[config.mk]
export PLATFORM = sky130hd
export DESIGN_NAME = mem_access_unit
export DESIGN_NICKNAME = d
export VERILOG_FILES = /design/src/rtl/mem_access_unit_pkg.sv /design/src/rtl/mem_access_unit_align.sv /design/src/rtl/mem_access_unit.sv
export SDC_FILE = /design/constraint.sdc
export NUM_CORES = 1
export LEC_CHECK = 0
export ABC_CLOCK_PERIOD_IN_PS = 5200
export BUFFER_PORTS_ARGS = -buffer_cell sky130_fd_sc_hd__buf_2
export CORE_MARGIN = 3
export CORE_UTILIZATION = 30
export CTS_CLUSTER_DIAMETER = 100
export DETAILED_ROUTE_END_ITERATION = 7
export PLACE_DENSITY = 0.55
export RECOVER_POWER = 50
export SYNTH_ARGS = -nofsm -noshare
export SYNTH_HDL_FRONTEND = slang
export SYNTH_SLANG_ARGS = --single-unit
[constraint.sdc]
create_clock -name clk -period 5.2 [get_ports clk]
set_input_delay 0.78 -clock clk [delete_from_list [all_inputs] [get_ports clk]]
set_output_delay 0.78 -clock clk [all_outputs]
set_load 0.01 [all_outputs]
[src/rtl/mem_access_unit_pkg.sv]
// Shared definitions for the MEM-stage load/store unit: op codes, FSM state
// encodings, bus size codes and op-decode helpers.
// Optional feature macro: UNALIGNED_LR_EN (enables LWL/LWR/SWL/SWR).
package mem_access_unit_pkg;

  // Memory op codes (MIPS primary opcode values)
  localparam logic [5:0] EXE_LB_OP  = 6'h20;
  localparam logic [5:0] EXE_LH_OP  = 6'h21;
  localparam logic [5:0] EXE_LWL_OP = 6'h22;
  localparam logic [5:0] EXE_LW_OP  = 6'h23;
  localparam logic [5:0] EXE_LBU_OP = 6'h24;
  localparam logic [5:0] EXE_LHU_OP = 6'h25;
  localparam logic [5:0] EXE_LWR_OP = 6'h26;
  localparam logic [5:0] EXE_SB_OP  = 6'h28;
  localparam logic [5:0] EXE_SH_OP  = 6'h29;
  localparam logic [5:0] EXE_SWL_OP = 6'h2A;
  localparam logic [5:0] EXE_SW_OP  = 6'h2B;
  localparam logic [5:0] EXE_SWR_OP = 6'h2E;

  // Access FSM states
  localparam logic [1:0] ST_IDLE  = 2'd0;
  localparam logic [1:0] ST_REQ   = 2'd1;
  localparam logic [1:0] ST_WAIT  = 2'd2;
  localparam logic [1:0] ST_DRAIN = 2'd3;

  // Bus size codes
  localparam logic [1:0] SZ_BYTE = 2'd0;
  localparam logic [1:0] SZ_HALF = 2'd1;
  localparam logic [1:0] SZ_WORD = 2'd2;

`ifdef UNALIGNED_LR_EN
  localparam bit LR_EN = 1'b1;
`else
  localparam bit LR_EN = 1'b0;
`endif

  // Partial-word ops; when disabled they decode as non-memory ops
  function automatic logic op_is_lr(input logic [5:0] op);
    return LR_EN && (op inside {EXE_LWL_OP, EXE_LWR_OP, EXE_SWL_OP, EXE_SWR_OP});
  endfunction

  function automatic logic op_is_load(input logic [5:0] op);
    return (op inside {EXE_LB_OP, EXE_LH_OP, EXE_LW_OP, EXE_LBU_OP, EXE_LHU_OP}) ||
           (LR_EN && (op inside {EXE_LWL_OP, EXE_LWR_OP}));
  endfunction

  function automatic logic op_is_store(input logic [5:0] op);
    return (op inside {EXE_SB_OP, EXE_SH_OP, EXE_SW_OP}) ||
           (LR_EN && (op inside {EXE_SWL_OP, EXE_SWR_OP}));
  endfunction

  function automatic logic [1:0] op_size(input logic [5:0] op);
    case (op)
      EXE_LB_OP, EXE_LBU_OP, EXE_SB_OP: return SZ_BYTE;
      EXE_LH_OP, EXE_LHU_OP, EXE_SH_OP: return SZ_HALF;
      default:                          return SZ_WORD;
    endcase
  endfunction

endpackage

[src/rtl/mem_access_unit_align.sv]
// Combinational byte-lane unit: store strobes and replicated store data,
// load extraction with sign/zero extension, and LWL/LWR merge.
// Partial-word ops are only decoded when UNALIGNED_LR_EN is defined.
module mem_access_unit_align #(
  parameter int BUS_W = 32
) (
  input  logic [5:0]                   op,
  input  logic [$clog2(BUS_W/8)-1:0]   ofs,
  input  logic [31:0]                  wdata,
  input  logic [31:0]                  rt_old,
  input  logic [BUS_W-1:0]             rdata,
  output logic [BUS_W/8-1:0]           wstrb,
  output logic [BUS_W-1:0]             wdata_bus,
  output logic [31:0]                  ld_result
);
  import mem_access_unit_pkg::*;

  localparam int LANES = BUS_W / 8;
  localparam int OFS_W = $clog2(LANES);

  logic [OFS_W-1:0] lane_base;
  logic [31:0]      word_lane;
  logic [7:0]       byte_v;
  logic [15:0]      half_v;

  // Byte offset of the 32-bit lane that holds the addressed byte
  assign lane_base = ofs & ~OFS_W'(3);
  assign word_lane = 32'(rdata >> {lane_base, 3'b000});
  assign byte_v    = 8'(word_lane >> {ofs[1:0], 3'b000});
  assign half_v    = 16'(word_lane >> {ofs[1], 4'b0000});

  // Store strobes and lane-replicated store data
  always_comb begin
    wstrb     = '0;
    wdata_bus = '0;
    case (op)
      EXE_SB_OP: begin
        wstrb     = LANES'(1) << ofs;
        wdata_bus = {LANES{wdata[7:0]}};
      end
      EXE_SH_OP: begin
        wstrb     = LANES'(3) << ofs;
        wdata_bus = {(LANES/2){wdata[15:0]}};
      end
      EXE_SW_OP: begin
        wstrb     = LANES'(15) << ofs;
        wdata_bus = {(LANES/4){wdata}};
      end
      EXE_SWL_OP: if (LR_EN) begin
        case (ofs[1:0])
          2'd0:    begin wstrb = LANES'(4'b0001) << lane_base; wdata_bus = {(LANES/4){24'h0, wdata[31:24]}}; end
          2'd1:    begin wstrb = LANES'(4'b0011) << lane_base; wdata_bus = {(LANES/4){16'h0, wdata[31:16]}}; end
          2'd2:    begin wstrb = LANES'(4'b0111) << lane_base; wdata_bus = {(LANES/4){8'h0, wdata[31:8]}}; end
          default: begin wstrb = LANES'(4'b1111) << lane_base; wdata_bus = {(LANES/4){wdata}}; end
        endcase
      end
      EXE_SWR_OP: if (LR_EN) begin
        case (ofs[1:0])
          2'd0:    begin wstrb = LANES'(4'b1111) << lane_base; wdata_bus = {(LANES/4){wdata}}; end
          2'd1:    begin wstrb = LANES'(4'b1110) << lane_base; wdata_bus = {(LANES/4){wdata[23:0], 8'h0}}; end
          2'd2:    begin wstrb = LANES'(4'b1100) << lane_base; wdata_bus = {(LANES/4){wdata[15:0], 16'h0}}; end
          default: begin wstrb = LANES'(4'b1000) << lane_base; wdata_bus = {(LANES/4){wdata[7:0], 24'h0}}; end
        endcase
      end
      default: ;
    endcase
  end

  // Load extraction and little-endian LWL/LWR merge with the old rt value
  always_comb begin
    ld_result = 32'h0;
    case (op)
      EXE_LB_OP:  ld_result = {{24{byte_v[7]}}, byte_v};
      EXE_LBU_OP: ld_result = {24'h0, byte_v};
      EXE_LH_OP:  ld_result = {{16{half_v[15]}}, half_v};
      EXE_LHU_OP: ld_result = {16'h0, half_v};
      EXE_LW_OP:  ld_result = word_lane;
      EXE_LWL_OP: if (LR_EN) begin
        case (ofs[1:0])
          2'd0:    ld_result = {word_lane[7:0],  rt_old[23:0]};
          2'd1:    ld_result = {word_lane[15:0], rt_old[15:0]};
          2'd2:    ld_result = {word_lane[23:0], rt_old[7:0]};
          default: ld_result = word_lane;
        endcase
      end
      EXE_LWR_OP: if (LR_EN) begin
        case (ofs[1:0])
          2'd0:    ld_result = word_lane;
          2'd1:    ld_result = {rt_old[31:24], word_lane[31:8]};
          2'd2:    ld_result = {rt_old[31:16], word_lane[31:16]};
          default: ld_result = {rt_old[31:8],  word_lane[31:24]};
        endcase
      end
      default: ;
    endcase
  end

endmodule

[src/rtl/mem_access_unit.sv]
// MEM-stage load/store unit driving a split req/addr_ok/data_ok bus.
// Stalls the pipeline while an access is outstanding and drains accepted
// requests that were flushed. Optional macro: UNALIGNED_LR_EN.
module mem_access_unit #(
  parameter int BUS_W  = 32,
  parameter int ADDR_W = 32
) (
  input  logic                 clk,
  input  logic                 rst,
  input  logic                 mem_en,
  input  logic [5:0]           op,
  input  logic [ADDR_W-1:0]    addr,
  input  logic [31:0]          wdata,
  input  logic [31:0]          rt_old,
  input  logic [31:0]          pc,
  input  logic                 flush,
  input  logic                 pipe_adv,
  output logic                 stall_out,
  output logic [31:0]          rdata_out,
  output logic                 adel,
  output logic                 ades,
  output logic [31:0]          bad_addr,
  output logic                 data_req,
  output logic                 data_wr,
  output logic [1:0]           data_size,
  output logic [ADDR_W-1:0]    data_addr,
  output logic [BUS_W/8-1:0]   data_wstrb,
  output logic [BUS_W-1:0]     data_wdata,
  input  logic                 data_addr_ok,
  input  logic                 data_data_ok,
  input  logic [BUS_W-1:0]     data_rdata
);
  import mem_access_unit_pkg::*;

  localparam int OFS_W = $clog2(BUS_W / 8);

  logic [1:0]        state;
  logic              done;
  logic [5:0]        op_q;
  logic [ADDR_W-1:0] addr_q;
  logic [31:0]       wdata_q;
  logic              idle;
  logic              mem_act;
  logic              misal;
  logic              start;
  logic              capture;
  logic [5:0]        sel_op;
  logic [ADDR_W-1:0] sel_addr;
  logic [31:0]       sel_wdata;
  logic [31:0]       ld_result;

  assign idle    = (state == ST_IDLE);
  assign mem_act = mem_en & (op_is_load(op) | op_is_store(op));
  assign misal   = ~op_is_lr(op) &
                   (((op_size(op) == SZ_WORD) & (addr[1:0] != 2'b00)) |
                    ((op_size(op) == SZ_HALF) & addr[0]));
  assign adel     = mem_act & op_is_load(op) & misal;
  assign ades     = mem_act & op_is_store(op) & misal;
  assign bad_addr = (adel | ades) ? 32'(addr) : pc;

  assign start     = mem_act & ~adel & ~ades & ~flush & ~done & idle;
  assign capture   = (state == ST_WAIT) & data_data_ok;
  assign stall_out = (mem_act & ~adel & ~ades & ~done & ~flush) |
                     (state == ST_REQ) | (state == ST_WAIT);

  // Live fields while issuing from IDLE, registered copies once accepted or pending
  assign sel_op    = idle ? op    : op_q;
  assign sel_addr  = idle ? addr  : addr_q;
  assign sel_wdata = idle ? wdata : wdata_q;

  assign data_req  = ~rst & (start | (state == ST_REQ));
  assign data_wr   = op_is_store(sel_op);
  assign data_size = op_size(sel_op);
  assign data_addr = sel_addr;

  mem_access_unit_align #(.BUS_W(BUS_W)) u_align (
    .op        (sel_op),
    .ofs       (sel_addr[OFS_W-1:0]),
    .wdata     (sel_wdata),
    .rt_old    (rt_old),
    .rdata     (data_rdata),
    .wstrb     (data_wstrb),
    .wdata_bus (data_wdata),
    .ld_result (ld_result)
  );

  // Access FSM: issue, wait for acceptance, wait for data, drain after flush
  always_ff @(posedge clk) begin
    if (rst) begin
      state <= ST_IDLE;
    end else begin
      case (state)
        ST_IDLE:  if (start) state <= data_addr_ok ? ST_WAIT : ST_REQ;
        ST_REQ: begin
          if (data_addr_ok)  state <= flush ? ST_DRAIN : ST_WAIT;
          else if (flush)    state <= ST_IDLE;
        end
        ST_WAIT: begin
          if (data_data_ok)  state <= ST_IDLE;
          else if (flush)    state <= ST_DRAIN;
        end
        default:  if (data_data_ok) state <= ST_IDLE;
      endcase
    end
  end

  // Hold the request fields so they stay stable until the bus accepts them
  always_ff @(posedge clk) begin
    if (rst) begin
      op_q    <= '0;
      addr_q  <= '0;
      wdata_q <= '0;
    end else if (start) begin
      op_q    <= op;
      addr_q  <= addr;
      wdata_q <= wdata;
    end
  end

  // Capture load results and block re-issue until the pipeline moves on
  always_ff @(posedge clk) begin
    if (rst) begin
      rdata_out <= '0;
      done      <= 1'b0;
    end else begin
      if (capture && op_is_load(op_q)) rdata_out <= ld_result;
      if (capture)       done <= 1'b1;
      else if (pipe_adv) done <= 1'b0;
    end
  end

endmodule
After elaboration in Yosys (flattened, before gate mapping). Cells that the tools add are included. W data, S select, Z words.

Equality and inequality tests: 28. Bitwise gates (word level): 27. $lt $le $gt $ge: 0. Reduce and logical (&&, ||, !) cells: 14. Add/subtract/negate cells: 0. Shifts and indexed selects: 5. Multiply operators: 0. Div/mod/pow operators: 0. Multiplexer cells: 20.

Operators by type and width (count): $pmux W32 S5 (1); $eq A6 B6 Y1 const B (21); $mux W32 (3); $pmux W32 S3 (1); $shr A32 B5 Y16 (1); $shr A32 B5 Y8 (1); $and A1 B1 Y1 (16); $mux W2 (7); $pmux W4 S3 (1); $reduce_or A3 Y1 (4); $reduce_bool A5 Y1 (2); $pmux W2 S2 (2); $mux W6 (1); $ne A3 B3 Y1 const B (2); $or A1 B1 Y1 (6); $pmux W2 S3 (1); $reduce_bool A3 Y1 (2); $not A1 Y1 (5); $eq A2 B1 Y1 const B (2); $eq A2 B2 Y1 const B (2); $reduce_and A4 Y1 (1); $reduce_bool A2 Y1 (2); $reduce_bool A4 Y1 (1); $shl A1 B2 Y4 const A (1); other kinds (6) (8).

ROM bits: 0. Memories kept: 0. Output and inout bits: 139. Bits in latches: 0. Input port bits: 173. Register bits after elaboration: 105. Bits in writable memories: 0. Word-level logic and storage cells: 100.

Depth between registers and ports, before layout. Gate-level depths: netlist (run 1).

Depth in word-level cells: 15. Mapped depth: 10. Mapped depth without buffers: 8.

Modules after synthesis. From an unflattened synthesis (run 1), not the netlist that was laid out.

Cell total of the unflattened synthesis: 806. Area, all modules: 6872.8 µm².

Modules (own cells, without submodules): mem_access_unit (cells an instance 600, area an instance 5640.4 µm², seq. area each 2102.0 µm², times used 1); mem_access_unit_align (cells an instance 206, area an instance 1232.4 µm², seq. area each 0.0 µm², times used 1).

Worst setup path before layout (run 1). No wires, ideal clock.

Kind: in2out. Start: in op[1]. End: out bad_addr[10]. Data required time: 4.420 ns. Arrival time: 2.349 ns. Buffers on the path: 2. Stages on the path: 7. Path slack: 2.071 ns. Path through: clkbuf_1 a21o_1 o31ai_1 nand2_1 o2111ai_1 buf_2 mux2_1.

Word-level cells in the longest chain between the ends: 9. Elaborated cells on any way between the ends: 26. Those cells by class: eq/ne (10); mux (2); bitwise (10); reduce/logical (4).

RTL lines: start, declared (line mem_access_unit.sv:11) `input logic [5:0] op,`; $eq A6 B6 Y1 (on tied branches) (line mem_access_unit_pkg.sv:43, mem_access_unit_pkg.sv:53, mem_access_unit_pkg.sv:48); $reduce_or A3 Y1 (line mem_access_unit_pkg.sv:53) `case (op)`; $pmux W2 S2 (line mem_access_unit_pkg.sv:53); $eq A2 B2 Y1 or $eq A2 B1 Y1 (tied branches) (line mem_access_unit.sv:55, mem_access_unit.sv:56); $and A1 B1 Y1 (on tied branches) (line mem_access_unit.sv:55, mem_access_unit.sv:56); $or A1 B1 Y1 (line mem_access_unit.sv:55) `(((op_size(op) == SZ_WORD) & (addr[1:0] != 2'b00)) |`; $and A1 B1 Y1 (on tied branches) (line mem_access_unit.sv:57, mem_access_unit.sv:58); $or A1 B1 Y1 * (line mem_access_unit.sv:59) `assign bad_addr = (adel | ades) ? 32'(addr) : pc;`; $mux W32 * (line mem_access_unit.sv:59); end, declared (line mem_access_unit.sv:22) `output logic [31:0] bad_addr,`.

Every way passes the cells marked *; elsewhere a longest branch is shown, timed or not.

Final worst setup path (run 1).
Start: in op[1]. End: out data_wdata[21].

Word-level cells in the longest chain between the ends: 3. Elaborated cells on any way between the ends: 5. Those cells by class: eq/ne (3); mux (2).

RTL lines: $mux W6 * (line mem_access_unit.sv:67) `assign sel_op = idle ? op : op_q;`; $eq A6 B6 Y1 (line mem_access_unit_align.sv:36) `case (op)`; $pmux W32 S3 * (line mem_access_unit_align.sv:36); end, declared (line mem_access_unit.sv:28) `output logic [BUS_W-1:0] data_wdata,`.

Marks and branches as above.

==> results.sh, run 1 <==
export IMPL_dominant_combinational_cell_family_by_area_after_synthesis="compound AO/OA/AOI/OAI gates"
export IMPL_endpoint_kind="output port"
export IMPL_worst_ir_drop_vdd_mv=0.150
export IMPL_max_cap_violations=2
export IMPL_die_area_mm2=0.0221
export IMPL_synth_async_sr_flop_share=0
export IMPL_antennaDiodeCount=0
export IMPL_dieWidth_um=149
export IMPL_cts_made_buffers=9
export IMPL_yosys_warnings=0
export IMPL_critical_path_class="in -> out"
export IMPL_synth_cell_type_count=68
export IMPL_grt_antenna_before_repair=4
export IMPL_cp_buffers_inverters=2
export IMPL_postSynthNetCount=895
export IMPL_synth_enable_flop_cells=0
export IMPL_most_frequently_used_flop_master_after_synthesis="dfxtp_1"
export IMPL_drive_gt1_frac=0.345
export IMPL_filler_cell_count=2079
export IMPL_wl_per_cell_um=17.2
export IMPL_starting_drc_count_in_detailed_routing=241
export IMPL_synth_xor_area_frac=0
export IMPL_cellLeakagePower_nw=3.31
export IMPL_finalCriticalPeriod_ps=4280
export IMPL_gp_congestion=0.769
export IMPL_overall_power_mw=2.22
export IMPL_finalNetCount=1136
export IMPL_grt_overflow=0
export IMPL_drtAntennaViolNets=0
export IMPL_cts_resized=0
export IMPL_hold_viol=0
export IMPL_worst_setup_hold_path_clk_slew_ps=70
export IMPL_finalSetupViolCount=0
export IMPL_report_final_slew_viol_count=125
export IMPL_signed_area_change_from_the_synthesized_netlist_to_the_final_layout_pct=29.7
export IMPL_crit_path_arrival_time_ps=3500
export IMPL_fin_skew_ps=10.8
export IMPL_cts_tree="built"
export IMPL_clock_tree_root_cell="clkbuf_16"
export IMPL_number_of_storage_elements_in_the_synthesis_netlist=105
export IMPL_critical_path_peak_fanout=22
export IMPL_port_buffers=279
export IMPL_worst_path_max_delay_cell="clkbuf_1"
export IMPL_run_status="finished, violations left"
export IMPL_fin_tns_setup_ps=0
export IMPL_post_synthesis_instance_total=718
export IMPL_hold_path_class="reg -> reg"
export IMPL_final_period_utilization=0.823
export IMPL_globalRouteTotalUtil=0.181
export IMPL_cts_setup_buffers=0
export IMPL_holdWs_ps=451
export IMPL_cp_start_kind="primary input"
export IMPL_critical_path_max_stage_delay_ps=850
export IMPL_grt_start_max_net_pins=71
export IMPL_wirelength_um=21100
export IMPL_clock_tree_htree_level_count=3
export IMPL_worst_ep_required_time_ps=4420
export IMPL_first_pass_iters=5
export IMPL_die_height_um=149
export IMPL_std_cell_rows=51
export IMPL_worst_slew_pin_transition_ps=2790
export IMPL_crit_chain="clkbuf_1 > or3b_1 > a22o_1 > o21a_1 > o22ai_1 > buf_2"
export IMPL_placeableCoreArea_mm2=0.0197
export IMPL_timing_critical_path_max_delay_family="compound AO/OA/AOI/OAI gates"
export IMPL_syn_cell_area_mm2=0.00611
export IMPL_grt_pass1_wl_um=32500
export IMPL_rsz0062_at_grt="no"
export IMPL_first_global_vias=5938
export IMPL_area_share_of_and_or_nand_nor_cells_after_synthesis=0.164
export IMPL_clock_latency_late_sink_ps=360
export IMPL_ys_seq_area_frac=0.344
export IMPL_cts_sink_count=105
export IMPL_clk_path_buf_depth=2
export IMPL_synth_area_per_cell_um2=8.51
export IMPL_vias=6271
export IMPL_ios=312
export IMPL_timing_fmax_ghz=0.234
export IMPL_vias_per_cell=5.10
export IMPL_synth_mux_area_fraction=0.208
export IMPL_synth_adder_area_share=0.00819
export IMPL_post_cts_hold_buffer_count=0
export IMPL_synth_compound_gate_area_share=0.231
export IMPL_violations="capacitance limit, slew limit"
export IMPL_max_slew_headroom=-0.858
export IMPL_hpwl_um=15000
export IMPL_initial_utilization=0.310
export IMPL_post_route_drc_count=0
export IMPL_power_density_mw_per_mm2=280
==> Yosys cell counts, types with 2 or more instances <==
master,instances,area (um^2)
buf_2,9,45.0
nor2_1,34,128
o21ai_1,3,15.0
a221oi_2,8,120
buf_1,5,18.8
o211a_1,2,20.0
dfxtp_1,105,2100
and3_1,2,12.5
mux2i_1,33,330
a221oi_1,8,70.1
nor2b_1,13,81.3
o21a_1,2,15.0
nor3b_1,3,22.5
nand2_1,155,582
inv_2,3,11.3
o31ai_1,3,22.5
o21ai_0,6,30.0
mux2_2,62,698
a21oi_1,81,405
mux2_1,17,191
mux2i_2,2,27.5
nand3_1,2,10.0
a32oi_1,8,70.1
nor4bb_1,2,20.0
a21o_1,4,30.0
o2111a_1,2,22.5
nand2b_1,6,37.5
a221o_1,23,230
buf_6,2,22.5
clkbuf_1,39,146
inv_1,7,26.3
o22ai_1,26,163
ha_1,4,50.1
or3b_1,2,17.5
o31a_1,2,17.5
==> per-stage QoR <==
step                      instances  cell area (um^2)  worst slack [ps]   util
final                          1229              7930               922  0.402
after global routing           1229              7930               645  0.402
after CTS                      1229              8010              1130  0.406
after detailed placement       1213              7690              1390  0.390
after global placement         1213              7690              1410  0.390
after floorplan                 718              6110              2070      -
==> final timing paths <==
check	endpoint	slack, ps	from	cells after the start
worst max register to register	wdata_q[19]	1490	state[0]	8
worst min-delay path	addr_q[21]	450	addr_q[21]	2
worst max-delay path	data_wdata[21]	920	op[1]	6
worst min register to register	addr_q[21]	450	addr_q[21]	2
==> placed cells by master (no fill, tap or decap), drive strengths merged, types with 2 or more instances in the layout <==
master / n
buf: 232
nand2: 155
dfxtp: 105
a21oi: 81
mux2: 79
clkbuf: 65
mux2i: 35
nor2: 35
o22ai: 26
a221o: 23
a221oi: 16
nor2b: 13
inv: 12
o21ai: 9
a32oi: 8
nand2b: 6
a21o: 4
ha: 4
o31ai: 3
nor3b: 3
o2111a: 2
or3b: 2
nor4bb: 2
o31a: 2
nand3: 2
and3: 2
o211a: 2
o21a: 2
a22oi: 2
nor3: 2
clkinv: 2
==> area by class of cell <==
type / instances / area, um^2 / share of cell area
multi-input combinational: 547 / 3770 / 0.475
sequential: 105 / 2100 / 0.265
timing repair buffer: 286 / 1380 / 0.173
tap: 265 / 332 / 0.0418
clock buffer: 11 / 253 / 0.0319
clock inverter: 5 / 61.3 / 0.00773
inverter: 10 / 37.5 / 0.00473
==> metal layers <==
| metal | global-route usage | routed length, um | part of all wire |
|---|---|---|---|
| met5 | 0 | 48 | 0.0023 |
| met4 | 0.0380 | 179 | 0.0085 |
| met3 | 0.0422 | 1510 | 0.072 |
| met2 | 0.304 | 9910 | 0.47 |
| met1 | 0.239 | 9430 | 0.45 |
==> state kept, by name, indices dropped and copies added, names as in the netlist <==
signal / cells
done: 1
state: 2
rdata_out: 32
wdata_q: 32
op_q: 6
addr_q: 32
==> worst reg2reg max path, cell delays in order (launching register included) <==
cell	delay, ps
dfxtp_1	340
inv_1	130
ha_4	440
buf_4	660
o2111a_1	310
and4_2	240
clkbuf_2	1150
nand2_1	160
a21oi_1	180
==> logic make-up (layout without fill, tap and decap cells) <==
logic type / count (synthesis) / count (layout)
muxes: 115 / 115
buffers and inverters: 66 / 312
and+or+nand+nor: 231 / 231
adders and majority gates: 4 / 4
AOI/OAI and AO/OA: 197 / 197
DFF: 105 / 105
==> where the power goes <==
part           total [mW]  internal [mW]  switching (mW)  leakage [nW]
Sequential          0.815          0.810         0.00535         0.846
Combinational       0.669          0.285           0.384          2.31
Clock               0.732          0.404           0.328         0.157
Total                2.22           1.50           0.717          3.31
Note: power is estimated with default switching activity, not from simulation.
==> run 2, diff against run 1 <==
--- a/config.mk
+++ b/config.mk
@@ -5,13 +5,13 @@
 export SDC_FILE = /design/constraint.sdc
 export NUM_CORES = 1
 export LEC_CHECK = 0
-export ABC_CLOCK_PERIOD_IN_PS = 5200
+export ABC_CLOCK_PERIOD_IN_PS = 3650
 export BUFFER_PORTS_ARGS = -buffer_cell sky130_fd_sc_hd__buf_2
 export CORE_MARGIN = 3
 export CORE_UTILIZATION = 30
 export CTS_CLUSTER_DIAMETER = 100
 export DETAILED_ROUTE_END_ITERATION = 7
-export PLACE_DENSITY = 0.55
+export PLACE_DENSITY = 0.57
 export RECOVER_POWER = 50
 export SYNTH_ARGS = -nofsm -noshare
 export SYNTH_HDL_FRONTEND = slang
==> constraint.sdc (replaced) <==
create_clock -name clk -period 3.65 [get_ports clk]
set_input_delay 0.5475 -clock clk [delete_from_list [all_inputs] [get_ports clk]]
set_output_delay 0.5475 -clock clk [all_outputs]
set_load 0.01 [all_outputs]
==> results.sh, run 2 (synthesis gave the netlist of run 1 again) <==
export IMPL_run_status="finished, violations left"
export IMPL_violations="capacitance limit, slew limit"
export IMPL_pre_cts_slack_ps=580
export IMPL_vias_per_cell=5.06
export IMPL_cp_start_kind="flop"
export IMPL_worst_path_max_delay_cell="mux2_2"
export IMPL_cts_sink_count=105
export IMPL_signed_area_change_from_the_synthesized_netlist_to_the_final_layout_pct=30.2
export IMPL_worst_setup_hold_path_clk_slew_ps=70
export IMPL_fin_tns_setup_ps=0
export IMPL_initial_utilization=0.310
export IMPL_cts_setup_buffers=0
export IMPL_routed_wl_met2_um=10000
export IMPL_clock_latency_late_sink_ps=350
export IMPL_worst_ep_required_time_ps=3100
export IMPL_cp_buffers_inverters=3
export IMPL_max_slew_headroom=-0.124
export IMPL_hold_path_class="in -> reg"
export IMPL_drive_gt1_frac=0.333
export IMPL_die_height_um=149
export IMPL_starting_drc_count_in_detailed_routing=303
export IMPL_dp_cells=1224
export IMPL_port_buffers=279
export IMPL_crit_path_arrival_time_ps=2640
export IMPL_critical_path_peak_fanout=22
export IMPL_gp_congestion=0.778
export IMPL_area_of_all_placed_cells_without_fillers_mm2=0.00796
export IMPL_globalRouteTotalUtil=0.180
export IMPL_clock_tree_root_cell="clkbuf_16"
export IMPL_cts_tree="built"
export IMPL_cts_made_buffers=9
export IMPL_wl_per_cell_um=16.9
export IMPL_wirelength_um=21000
export IMPL_report_final_slew_viol_count=75
export IMPL_drtAntennaViolNets=0
export IMPL_finalNetCount=1147
export IMPL_first_global_vias=5949
export IMPL_grt_start_max_net_pins=75
export IMPL_std_cell_rows=51
export IMPL_dieWidth_um=149
export IMPL_vias=6272
export IMPL_hpwl_um=15200
export IMPL_worst_ir_drop_vdd_mv=0.217
export IMPL_worst_slew_pin_transition_ps=1690
export IMPL_ios=312
export IMPL_most_common_layout_cells="214 x buf_2, 155 x nand2_1, 105 x dfxtp_1"
export IMPL_post_layout_nonfiller_instances=1240
export IMPL_grt_antenna_before_repair=1
export IMPL_endpoint_kind="output port"
export IMPL_detailroute_wirelength_met3_um=1580
export IMPL_clk_path_buf_depth=2
export IMPL_cellLeakagePower_nw=3.31
export IMPL_wl_met1_um=9090
export IMPL_rsz0062_at_grt="no"
export IMPL_mostFrequentLayoutCell="buf_2"
export IMPL_antennaDiodeCount=0
export IMPL_postLayoutSetupSlackWorst_ps=458
export IMPL_maxUsedRoutingLayer="met5"
export IMPL_finalCriticalPeriod_ps=3190
export IMPL_die_area_mm2=0.0221
export IMPL_final_period_utilization=0.874
export IMPL_cts_resized=0
export IMPL_post_route_drc_count=0
export IMPL_placeableCoreArea_mm2=0.0197
export IMPL_grt_overflow=0
export IMPL_hold_viol=0
export IMPL_grt_pass1_wl_um=32300
export IMPL_biggestRegsByFlops="addr_q (32), rdata_out (32), wdata_q (32)"
export IMPL_max_cap_violations=1
export IMPL_post_cts_hold_buffer_count=0
export IMPL_timing_critical_path_max_delay_family="buffers and inverters"
export IMPL_timing_fmax_ghz=0.313
export IMPL_finalSetupViolCount=0
export IMPL_critical_path_class="reg -> out"
export IMPL_power_density_mw_per_mm2=387
export IMPL_utilization=0.404
export IMPL_clock_tree_htree_level_count=3
export IMPL_crit_chain="inv_1 > ha_4 > buf_4 > mux2_2 > o21a_1 > o22ai_1 > buf_2"
export IMPL_placed_area_mm2=0.00777
export IMPL_fin_skew_ps=6.89
export IMPL_critical_path_max_stage_delay_ps=420
export IMPL_first_pass_iters=5
-- run 2: changes by cell type in the layout (fill, tap and decap cells not counted), sizes merged --
cell / change
clkinvlp: +1
inv: -2
clkinv: +1
buf: -2
clkbuf: +13
-- run 2: layer usage --
layer / global-route usage / vias up
met1: 0.232 / 2907
met5: 0 / -
met3: 0.0495 / 18
met2: 0.303 / 219
met4: 0.0398 / 2
li1: - / 3126
-- run 2: per-stage QoR --
stage                     power [mW]  hold slack, ps
final                           3.08             423
after global routing            3.25             413
after CTS                       3.16             405
after detailed placement        2.16             443
after global placement          2.16             436
after floorplan                 1.82             428
-- run 2: cell type report --
| class | instances | area (um^2) |
|---|---|---|
| clock inverter | 5 | 56.3 |
| fill | 2083 | 11800 |
| inverter | 10 | 37.5 |
| clock buffer | 11 | 233 |
| sequential | 105 | 2100 |
| timing repair buffer | 297 | 1450 |
| multi-input combinational | 547 | 3750 |
| tap | 265 | 332 |
-- run 2: final timing paths --
check	slack, ps	startpoint	to	cells after the start
worst min register to register	450	addr_q[23]	addr_q[23]	2
worst max register to register	470	state[0]	rdata_out[17]	9
worst max-delay path	460	state[0]	data_wdata[22]	7
worst min-delay path	420	data_rdata[0]	rdata_out[0]	2
-- run 2: worst reg2reg max path: cells and delay by family, from the launching register on --
family	cells	cell delay, ps
flops	1	390
buf+inv	5	1830
simple gates	1	220
fa+ha+maj	1	230
compound gates	2	460
-- run 2: power breakdown --
group | total, mW | internal [mW] | switching (mW)
clock network | 0.977 | 0.532 | 0.445
registers | 1.16 | 1.15 | 0.00730
logic | 0.945 | 0.404 | 0.541
total | 3.08 | 2.09 | 0.993
